**src/rtl/serial_rx_sequencer_if.sv**
```systemverilog
// Bundle between the receive sequencer, its SIPO shift register and the byte consumer.
// Parity_Error exists only when RX_PARITY_EN is defined.
interface serial_rx_sequencer_if;
`ifdef RX_PARITY_EN
    logic Parity_Error;
`endif
    logic Serial_Data;
    logic Shift_Flag;
    logic Sipo_Reset;
    logic Byte_Valid;
    logic Byte_Ready;
    logic Frame_Error;
    logic Overrun;
    logic Busy;

    modport master (
`ifdef RX_PARITY_EN
        output Parity_Error,
`endif
        output Serial_Data, Shift_Flag, Sipo_Reset, Byte_Valid,
        output Frame_Error, Overrun, Busy,
        input  Byte_Ready
    );

    modport slave (
`ifdef RX_PARITY_EN
        input  Parity_Error,
`endif
        input  Serial_Data, Shift_Flag, Sipo_Reset, Byte_Valid,
        input  Frame_Error, Overrun, Busy,
        output Byte_Ready
    );
endinterface

```
**src/rtl/serial_rx_sequencer.sv**
```systemverilog
// UART-style receive sequencer driving an external 8-bit SIPO; RX_PARITY_EN adds an even-parity bit.
// Latency: Byte_Valid rises 1 cycle after the stop-bit sample (plus SYNC_STAGES on the line input).
// Backpressure: Byte_Valid holds until Byte_Ready; a new start while still valid drops it and pulses Overrun.
module serial_rx_sequencer #(
    parameter int CLKS_PER_BIT = 434,
    parameter int SYNC_STAGES  = 2
) (
    input  logic                          CLOCK_50,
    input  logic                          Reset_n,
    input  logic                          Serial_In,
    serial_rx_sequencer_if.master         rx_if
);

    localparam int BW = $clog2(CLKS_PER_BIT);
    localparam logic [BW-1:0] HALF_LD = BW'(CLKS_PER_BIT / 2 - 1);
    localparam logic [BW-1:0] FULL_LD = BW'(CLKS_PER_BIT - 1);

    typedef enum logic [2:0] {
        IDLE,
        START,
        DATA,
`ifdef RX_PARITY_EN
        PARITY,
`endif
        STOP,
        WAIT_HIGH
    } state_t;

    logic [SYNC_STAGES-1:0] sync_q;
    logic                   rx;

    state_t         state_q, state_d;
    logic [BW-1:0]  baud_q,  baud_d;
    logic [2:0]     bit_q,   bit_d;
    logic           sdat_q,  sdat_d;
    logic           shift_q, shift_d;
    logic           srst_q,  srst_d;
    logic           valid_q, valid_d;
    logic           ferr_q,  ferr_d;
    logic           ovr_q,   ovr_d;
`ifdef RX_PARITY_EN
    logic           par_q,   par_d;
    logic           ppend_q, ppend_d;
    logic           perr_q,  perr_d;
`endif

    // The line idles high, so the synchroniser presets to 1 to avoid a phantom start after reset.
    always_ff @(posedge CLOCK_50 or negedge Reset_n) begin
        if (!Reset_n) sync_q <= '1;
        else          sync_q <= {sync_q[SYNC_STAGES-2:0], Serial_In};
    end

    assign rx = sync_q[SYNC_STAGES-1];

    always_ff @(posedge CLOCK_50 or negedge Reset_n) begin
        if (!Reset_n) begin
            state_q <= IDLE;
            baud_q  <= '0;
            bit_q   <= '0;
            sdat_q  <= 1'b0;
            shift_q <= 1'b0;
            srst_q  <= 1'b0;
            valid_q <= 1'b0;
            ferr_q  <= 1'b0;
            ovr_q   <= 1'b0;
`ifdef RX_PARITY_EN
            par_q   <= 1'b0;
            ppend_q <= 1'b0;
            perr_q  <= 1'b0;
`endif
        end else begin
            state_q <= state_d;
            baud_q  <= baud_d;
            bit_q   <= bit_d;
            sdat_q  <= sdat_d;
            shift_q <= shift_d;
            srst_q  <= srst_d;
            valid_q <= valid_d;
            ferr_q  <= ferr_d;
            ovr_q   <= ovr_d;
`ifdef RX_PARITY_EN
            par_q   <= par_d;
            ppend_q <= ppend_d;
            perr_q  <= perr_d;
`endif
        end
    end

    always_comb begin
        state_d = state_q;
        baud_d  = (baud_q != '0) ? baud_q - BW'(1) : baud_q;
        bit_d   = bit_q;
        sdat_d  = sdat_q;
        shift_d = 1'b0;
        srst_d  = 1'b0;
        valid_d = valid_q && !rx_if.Byte_Ready;
        ferr_d  = 1'b0;
        ovr_d   = 1'b0;
`ifdef RX_PARITY_EN
        par_d   = par_q;
        ppend_d = ppend_q;
        perr_d  = 1'b0;
`endif
        case (state_q)
            IDLE: begin
                if (!rx) begin
                    srst_d  = 1'b1;
                    baud_d  = HALF_LD;
                    valid_d = 1'b0;
                    ovr_d   = valid_q && !rx_if.Byte_Ready;
                    state_d = START;
                end
            end
            START: begin
                if (baud_q == '0) begin
                    if (rx) begin
                        state_d = IDLE;
                    end else begin
                        baud_d  = FULL_LD;
                        bit_d   = '0;
`ifdef RX_PARITY_EN
                        par_d   = 1'b0;
`endif
                        state_d = DATA;
                    end
                end
            end
            DATA: begin
                if (baud_q == '0) begin
                    sdat_d  = rx;
                    shift_d = 1'b1;
                    bit_d   = bit_q + 3'd1;
                    baud_d  = FULL_LD;
`ifdef RX_PARITY_EN
                    par_d   = par_q ^ rx;
                    if (bit_q == 3'd7) state_d = PARITY;
`else
                    if (bit_q == 3'd7) state_d = STOP;
`endif
                end
            end
`ifdef RX_PARITY_EN
            // The parity bit is checked here but never shifted into the SIPO.
            PARITY: begin
                if (baud_q == '0) begin
                    ppend_d = par_q ^ rx;
                    baud_d  = FULL_LD;
                    state_d = STOP;
                end
            end
`endif
            STOP: begin
                if (baud_q == '0) begin
`ifdef RX_PARITY_EN
                    perr_d  = ppend_q;
                    valid_d = rx && !ppend_q;
`else
                    valid_d = rx;
`endif
                    ferr_d  = !rx;
                    state_d = rx ? IDLE : WAIT_HIGH;
                end
            end
            WAIT_HIGH: begin
                if (rx) state_d = IDLE;
            end
            default: state_d = IDLE;
        endcase
    end

    assign rx_if.Serial_Data = sdat_q;
    assign rx_if.Shift_Flag  = shift_q;
    assign rx_if.Sipo_Reset  = srst_q;
    assign rx_if.Byte_Valid  = valid_q;
    assign rx_if.Frame_Error = ferr_q;
    assign rx_if.Overrun     = ovr_q;
    assign rx_if.Busy        = (state_q != IDLE);
`ifdef RX_PARITY_EN
    assign rx_if.Parity_Error = perr_q;
`endif

endmodule

```
**src/flat_wrapper.sv**
```systemverilog
// flat-port wrapper written by rule: the top's interface ports become plain ports
module serial_rx_sequencer_flat 
#(
    parameter int CLKS_PER_BIT = 434,
    parameter int SYNC_STAGES  = 2
)
  (CLOCK_50, Reset_n, Serial_In, rx_if_Serial_Data, rx_if_Shift_Flag, rx_if_Sipo_Reset, rx_if_Byte_Valid, rx_if_Frame_Error, rx_if_Overrun, rx_if_Busy, rx_if_Byte_Ready);
  serial_rx_sequencer_if rx_if_i ();
  input  logic CLOCK_50;
  input  logic Reset_n;
  input  logic Serial_In;
  output wire logic [$bits(rx_if_i.Serial_Data)-1:0] rx_if_Serial_Data;
  output wire logic [$bits(rx_if_i.Shift_Flag)-1:0] rx_if_Shift_Flag;
  output wire logic [$bits(rx_if_i.Sipo_Reset)-1:0] rx_if_Sipo_Reset;
  output wire logic [$bits(rx_if_i.Byte_Valid)-1:0] rx_if_Byte_Valid;
  output wire logic [$bits(rx_if_i.Frame_Error)-1:0] rx_if_Frame_Error;
  output wire logic [$bits(rx_if_i.Overrun)-1:0] rx_if_Overrun;
  output wire logic [$bits(rx_if_i.Busy)-1:0] rx_if_Busy;
  input wire logic [$bits(rx_if_i.Byte_Ready)-1:0] rx_if_Byte_Ready;
  assign rx_if_Serial_Data = rx_if_i.Serial_Data;
  assign rx_if_Shift_Flag = rx_if_i.Shift_Flag;
  assign rx_if_Sipo_Reset = rx_if_i.Sipo_Reset;
  assign rx_if_Byte_Valid = rx_if_i.Byte_Valid;
  assign rx_if_Frame_Error = rx_if_i.Frame_Error;
  assign rx_if_Overrun = rx_if_i.Overrun;
  assign rx_if_Busy = rx_if_i.Busy;
  assign rx_if_i.Byte_Ready = rx_if_Byte_Ready;
  serial_rx_sequencer #(.CLKS_PER_BIT(CLKS_PER_BIT), .SYNC_STAGES(SYNC_STAGES)) u_core (.CLOCK_50(CLOCK_50), .Reset_n(Reset_n), .Serial_In(Serial_In), .rx_if(rx_if_i));
endmodule
```
**config.mk**
```make
export PLATFORM = sky130hd
export DESIGN_NAME = serial_rx_sequencer_flat
export DESIGN_NICKNAME = d
export VERILOG_FILES = /design/src/rtl/serial_rx_sequencer_if.sv /design/src/rtl/serial_rx_sequencer.sv /design/src/flat_wrapper.sv
export SDC_FILE = /design/constraint.sdc
export NUM_CORES = 1
export LEC_CHECK = 0
export ABC_CLOCK_PERIOD_IN_PS = 2600
export CORE_UTILIZATION = 40
export CTS_BUF_LIST = sky130_fd_sc_hd__clkbuf_4 sky130_fd_sc_hd__clkbuf_8 sky130_fd_sc_hd__clkbuf_16
export DETAILED_ROUTE_END_ITERATION = 6
export MAX_ROUTING_LAYER = met4
export SYNTH_ARGS = -nofsm -noshare
export SYNTH_HDL_FRONTEND = slang
export SYNTH_SLANG_ARGS = --single-unit
export TNS_END_PERCENT = 1
```
**constraint.sdc**
```tcl
create_clock -name CLOCK_50 -period 2.6 [get_ports CLOCK_50]
set_clock_uncertainty 0.05 [all_clocks]
set_input_delay 0.52 -clock CLOCK_50 [delete_from_list [all_inputs] [get_ports CLOCK_50]]
set_output_delay 0.52 -clock CLOCK_50 [all_outputs]
set_load 0.1 [all_outputs]
```
---- After elaboration in Yosys (flattened, before gate mapping) ----
Cells that the tools add are included.
word-level totals
  bits in registers ....................... 23
  input port bits ......................... 4
  logic and storage cells ................. 65
operators by class
  $add $sub $neg .......................... 2
  equal/unequal tests ..................... 12
  mux-type cells .......................... 30
  reductions and logical operators ........ 11
operator list
  cell                                                                      number
  9-bit two-way mux                                                         5
  3-bit two-way mux                                                         10
  9-bit one-hot mux with 3 select lines                                     1
  3-bit one-hot mux with 5 select lines                                     1
  1-bit two-way mux                                                         10
  2-bit by 1-bit inequality test with 1-bit output (second input constant)  5
  9-bit zero test                                                           1
  9-bit nonzero test                                                        1
  9-bit by 1-bit subtractor with 9-bit output (second input constant)       1
  3-bit by 2-bit == test with 1-bit output (second input constant)          2
  3-bit == test (second input constant)                                     2
  3-bit one-hot mux with 2 select lines                                     1
  6-bit AND reduction                                                       1
  2-bit inequality test (second input constant)                             2
  4-bit AND reduction                                                       1
  3-bit by 1-bit adder with 3-bit output (second input constant)            1
  3-bit by 1-bit == test with 1-bit output (second input constant)          1
  3-bit zero test                                                           1
  3-bit nonzero test                                                        1
  1-bit zero test                                                           2
  2-bit two-way mux                                                         1
  1-bit one-hot mux with 2 select lines                                     1
  2-bit AND reduction                                                       1
  2-bit nonzero test                                                        1
  1-bit logical AND                                                         1

---- Longest topological paths before layout ----
Gate-level depths: netlist of run 1.
  word-level depth ........................ 5
  depth in mapped cells ................... 11
  depth with buffers taken out ............ 10

---- Worst setup path after synthesis of run 1 ----
OpenSTA, ideal clock, no wires.
  path kind ............................... reg2reg
  start point ............................. reg u_core.baud_q[0]
  end point ............................... reg u_core.baud_q[0]
  setup time .............................. 120 ps
  data arrival time ....................... 2,128 ps
  required time ........................... 2,430 ps
  slack ................................... 302 ps
  stages on the path, launching flop included .. 12
  buffers on the path ..................... 1
  cells stage by stage .................... dfrtp_1 > inv_1 > ha_1 > nor4b_4 > and2_1 > buf_6 > inv_6 > ha_1 > nand2_1 > o31ai_1 > a22o_1 > a41o_1
between the ends
  word-level cells in the longest chain between the ends .. 5
  elaborated cells between the ends (all ways) .. 9
  those cells by class .................... add/sub (1); mux (6); reduce/logical (2)
RTL lines
  item                                                                                      line                        source
  start: declaration                                                                        serial_rx_sequencer.sv:33   logic [BW-1:0] baud_q, baud_d;
  start signal: assignment                                                                  serial_rx_sequencer.sv:73   baud_q <= baud_d;
  9-bit by 1-bit subtractor with 9-bit output / 9-bit nonzero test (equally long branches)  serial_rx_sequencer.sv:91   baud_d = (baud_q != '0) ? baud_q - BW'(1) : baud_q;
  9-bit two-way mux                                                                         serial_rx_sequencer.sv:91
  9-bit two-way mux                                                                         serial_rx_sequencer.sv:116  if (rx) begin
  9-bit two-way mux                                                                         serial_rx_sequencer.sv:115  if (baud_q == '0) begin
  9-bit one-hot mux with 3 select lines (*)                                                 serial_rx_sequencer.sv:104  case (state_q)
  named net u_core.baud_d[0]                                                                serial_rx_sequencer.sv:33
Mark *: on every way through the listed nets, which the timed path passes. The rest lies on a longest branch.
A chain may end at the register's enable or synchronous reset.

---- Worst setup path after layout of run 1 ----
Ends and elaborated chain as after synthesis.

==> impl_metrics.py, run 1 <==
metrics = {
    "placed_design": {
        "port_buffers": 10,
        "dpl.hpwl_microns": 1716,
        "gp_congestion": 0.7661,
    },
    "layout": {
        "antennaDiodeCount": 0,
        "nFillCells": 283,
        "layout.nets": 133,
        "layout_commonest_cell": "dfrtp_1",
        "syn_to_final_growth_pct": 12.92,
        "multiInputGateArea_sq_um": 576.8,
        "seq_area_sq_um": 578.1,
        "final_cell_mix": "21 x dfrtp_1, 11 x buf_4, 10 x nor2_1",
        "drive_gt1_frac": 0.2195,
    },
    "worst_setup_path": {
        "critPathMaxFanout": 6,
        "slowest_stage": "dfrtp_1",
        "crit_path_frequent_cell": "ha_1",
        "critPathKind": "reg2reg",
        "startpoint_type": "flop",
        "endpoint_kind": "flop",
        "path_cells": "inv_1, ha_1, nor4b_4, and2_1, inv_6, ha_1, nand2_1, o31ai_1, a22o_1, a41o_1",
        "slowest_delay_ns": 0.43,
        "arrival_ns": 2.42,
        "required_ns": 2.76,
    },
    "sta": {
        "period_share": 0.8696,
        "rsz0062_at_grt": "no",
        "fmax_ghz": 0.4423,
        "slew_headroom": 0.5713,
        "tns_ns": 0,
        "hold_ws_ns": 0.3159,
        "fin_crit_ns": 2.261,
        "drv_slew": 0,
        "setup_violations": 0,
        "worst_pin_slew_ns": 0.6411,
        "hold_violations": 0,
    },
    "yosys": {
        "yosysTopAreaCell": "dfrtp_1",
        "synth_compound_area_frac": 0.1385,
        "syn-num-nets": 119,
        "synth.area.top_cells": "dfrtp_1 44%, ha_1 5.2%, dfstp_2 4.4%",
        "synth-simple-area-share": 0.2042,
        "seq_area_frac_synth": 0.4812,
        "ys_warn_count": 0,
        "muxShareOfSynthArea": 0.05625,
        "synth_cells": 110,
        "ys_types": 37,
        "avgSynthCellArea_sq_um": 10.92,
        "syn-cell-area_sq_mm": 0.001201,
        "synth_seq_cells": 23,
        "synth_xor_area_frac": 0.02917,
        "synth_top_family_by_area": "simple AND/OR/NAND/NOR gates",
        "synth_fa_ha_area_frac": 0.05208,
        "yosysTopAreaCellShare": 0.4375,
    },
    "cts": {
        "cts-resized-gates": 0,
        "clock_path_buffers": 2,
        "clock_sinks": 23,
        "htree_levels": 1,
        "clk_pin_slew_ns": 0.14,
        "post_cts_buffers": 0,
        "cts_tree": "yes",
        "clk_latency_ns": 0.32,
        "cts_buffers": 3,
        "cts-hold-fix-buffers": 0,
        "cts_root_buf": "clkbuf_4",
    },
    "pwr": {
        "power_density_mw_per_mm2": 405.1,
        "finalPower_mw": 0.5494,
        "ir_worst_vdd_v": 0.0001921,
        "p_leak_nw": 0.6350,
    },
    "route": {
        "routed_wirelength_microns": 2270,
        "drt-initial-drc-count": 37,
        "drt_first_pass_iters": 6,
        "via_per_inst": 5.506,
        "ant_nets": 0,
        "num_vias": 848,
        "drc": 2,
        "avgRoutedWirePerCell_microns": 14.74,
    },
    "floorplan": {
        "die_w_microns": 56.80,
        "rows": 19,
        "die_h_microns": 56.80,
        "core_region_area_sq_mm": 0.002805,
        "dieArea_sq_mm": 0.003226,
        "io_pins": 11,
        "start_util": 0.4282,
    },
    "global_route": {
        "grt_max_degree": 16,
        "grt_pass1_vias": 835,
        "grt_overflow": 0,
        "gr-usage-met1": 0.2020,
        "met3_usage": 0.02765,
        "grt_antenna_before_repair": 0,
        "grt_pass1_wl_microns": 3870,
        "top_usage_layer": "met2",
        "grt_use_met2": 0.2551,
        "grt_usage": 0.1581,
    },
    "outcome": {
        "status": "complete, but fails checks",
        "violations": "DRC",
    },
    "worst_hold_path": {
        "hp-class": "reg2reg",
    },
    "job": {
        "max-cap-violations": 0,
    },
}
-- state kept, by name (all words and copies together) (netlist names) --
| signal | count |
|---|---|
| u_core.baud_q | 9 |
| u_core.bit_q | 3 |
| u_core.state_q | 3 |
| u_core.sync_q | 2 |
| u_core.rx_if.Byte_Valid | 1 |
| u_core.rx_if.Frame_Error | 1 |
| u_core.rx_if.Overrun | 1 |
| u_core.rx_if.Serial_Data | 1 |
| u_core.rx_if.Shift_Flag | 1 |
| u_core.rx_if.Sipo_Reset | 1 |
-- synth_stat cells, drive strengths merged --
master / n
dfrtp: 21
nor2: 10
nand2: 6
nor3: 6
ha: 5
a211oi: 4
a21oi: 4
inv: 4
nand2b: 4
o21ai: 4
xnor2: 4
a22o: 3
clkbuf: 3
mux2: 3
mux2i: 3
or3: 3
a21o: 2
a31oi: 2
buf: 2
dfstp: 2
nand3: 2
nor4: 2
o31ai: 2
or2: 2
a2111oi: 1
a311oi: 1
a41o: 1
and2: 1
nand3b: 1
nor3b: 1
nor4b: 1
-- cells by family after synthesis --
| kind of cell | after synthesis |
|---|---|
| DFF | 23 |
| adders and majority gates | 5 |
| buffers and inverters | 9 |
| and+or+nand+nor | 39 |
| xor gates and xnor gates | 4 |
| AOI/OAI and AO/OA | 24 |
| muxes | 6 |
-- power by group --
| group | switching [mW] | internal, mW | leakage (nW) |
|---|---|---|---|
| clock network | 0.113 | 0.0587 | 0.0139 |
| logic | 0.00810 | 0.00583 | 0.325 |
| registers | 0.00283 | 0.361 | 0.296 |
-- critical path, delay by kind of cell (launching register included) --
| kind | cells | cell delay, ns |
|---|---|---|
| buffers and inverters | 2 | 0.16 |
| AND/OR/NAND/NOR | 3 | 0.52 |
| AO/OA/AOI/OAI | 3 | 0.52 |
| flip-flops | 1 | 0.43 |
| adder cells (fa/ha/maj) | 2 | 0.48 |
-- layer usage --
layer / wire length, microns / vias up
li1: - / 421
met1: 1105 / 413
met5: 0 / -
met2: 1084 / 10
met3: 43 / 4
met4: 35 / 0
-- layout make-up --
class                      instances  area share
clock inverter                     1    0.005535
sequential                        23      0.4262
inverter                           4     0.01476
multi-input combinational         78      0.4253
clock buffer                       3     0.01661
timing repair buffer              14     0.08303
tap                               31     0.02860
-- metrics by stage --
| step | setup WS, ns | cells | util | cell area [sq um] |
|---|---|---|---|---|
| floorplan | 0.3016 | 110 | - | 1201 |
| global placement | 0.4429 | 150 | 0.4728 | 1326 |
| detailed placement | 0.3526 | 150 | 0.4728 | 1326 |
| CTS | 0.3377 | 154 | 0.4835 | 1356 |
| global route | 0.1779 | 154 | 0.4835 | 1356 |
| finish | 0.3391 | 154 | 0.4835 | 1356 |
-- path summary, 6_finish.rpt --
| path | slack (ns) | cells past startpoint | start | to |
|---|---|---|---|---|
| min reg2reg | 0.32 | 0 | u_core.sync_q[0]$_DFF_PN1_ | u_core.sync_q[1]$_DFF_PN1_ |
| min in group asynchronous | 0.53 | 1 | Reset_n | u_core.rx_if.Frame_Error$_DFF_PN0_ |
| max in group asynchronous | 1.39 | 2 | Reset_n | u_core.baud_q[8]$_DFF_PN0_ |
| min | 0.32 | 0 | u_core.sync_q[0]$_DFF_PN1_ | u_core.sync_q[1]$_DFF_PN1_ |
| max reg2reg | 0.34 | 10 | u_core.baud_q[0]$_DFF_PN0_ | u_core.baud_q[0]$_DFF_PN0_ |
| max | 0.34 | 10 | u_core.baud_q[0]$_DFF_PN0_ | u_core.baud_q[0]$_DFF_PN0_ |
Power figures use the tool's default switching activity.
==> inputs of run 2 (changes only) <==
- GPL_ROUTABILITY_DRIVEN: unset -> 0
==> results of run 2 <==
Same layout as run 1: the final DEF is identical, and so are final timing and power.
==> inputs of run 3 (changes only) <==
- CAP_MARGIN: unset -> 30
==> results of run 3 <==
Same layout as run 1: the final DEF is identical, and so are final timing and power.
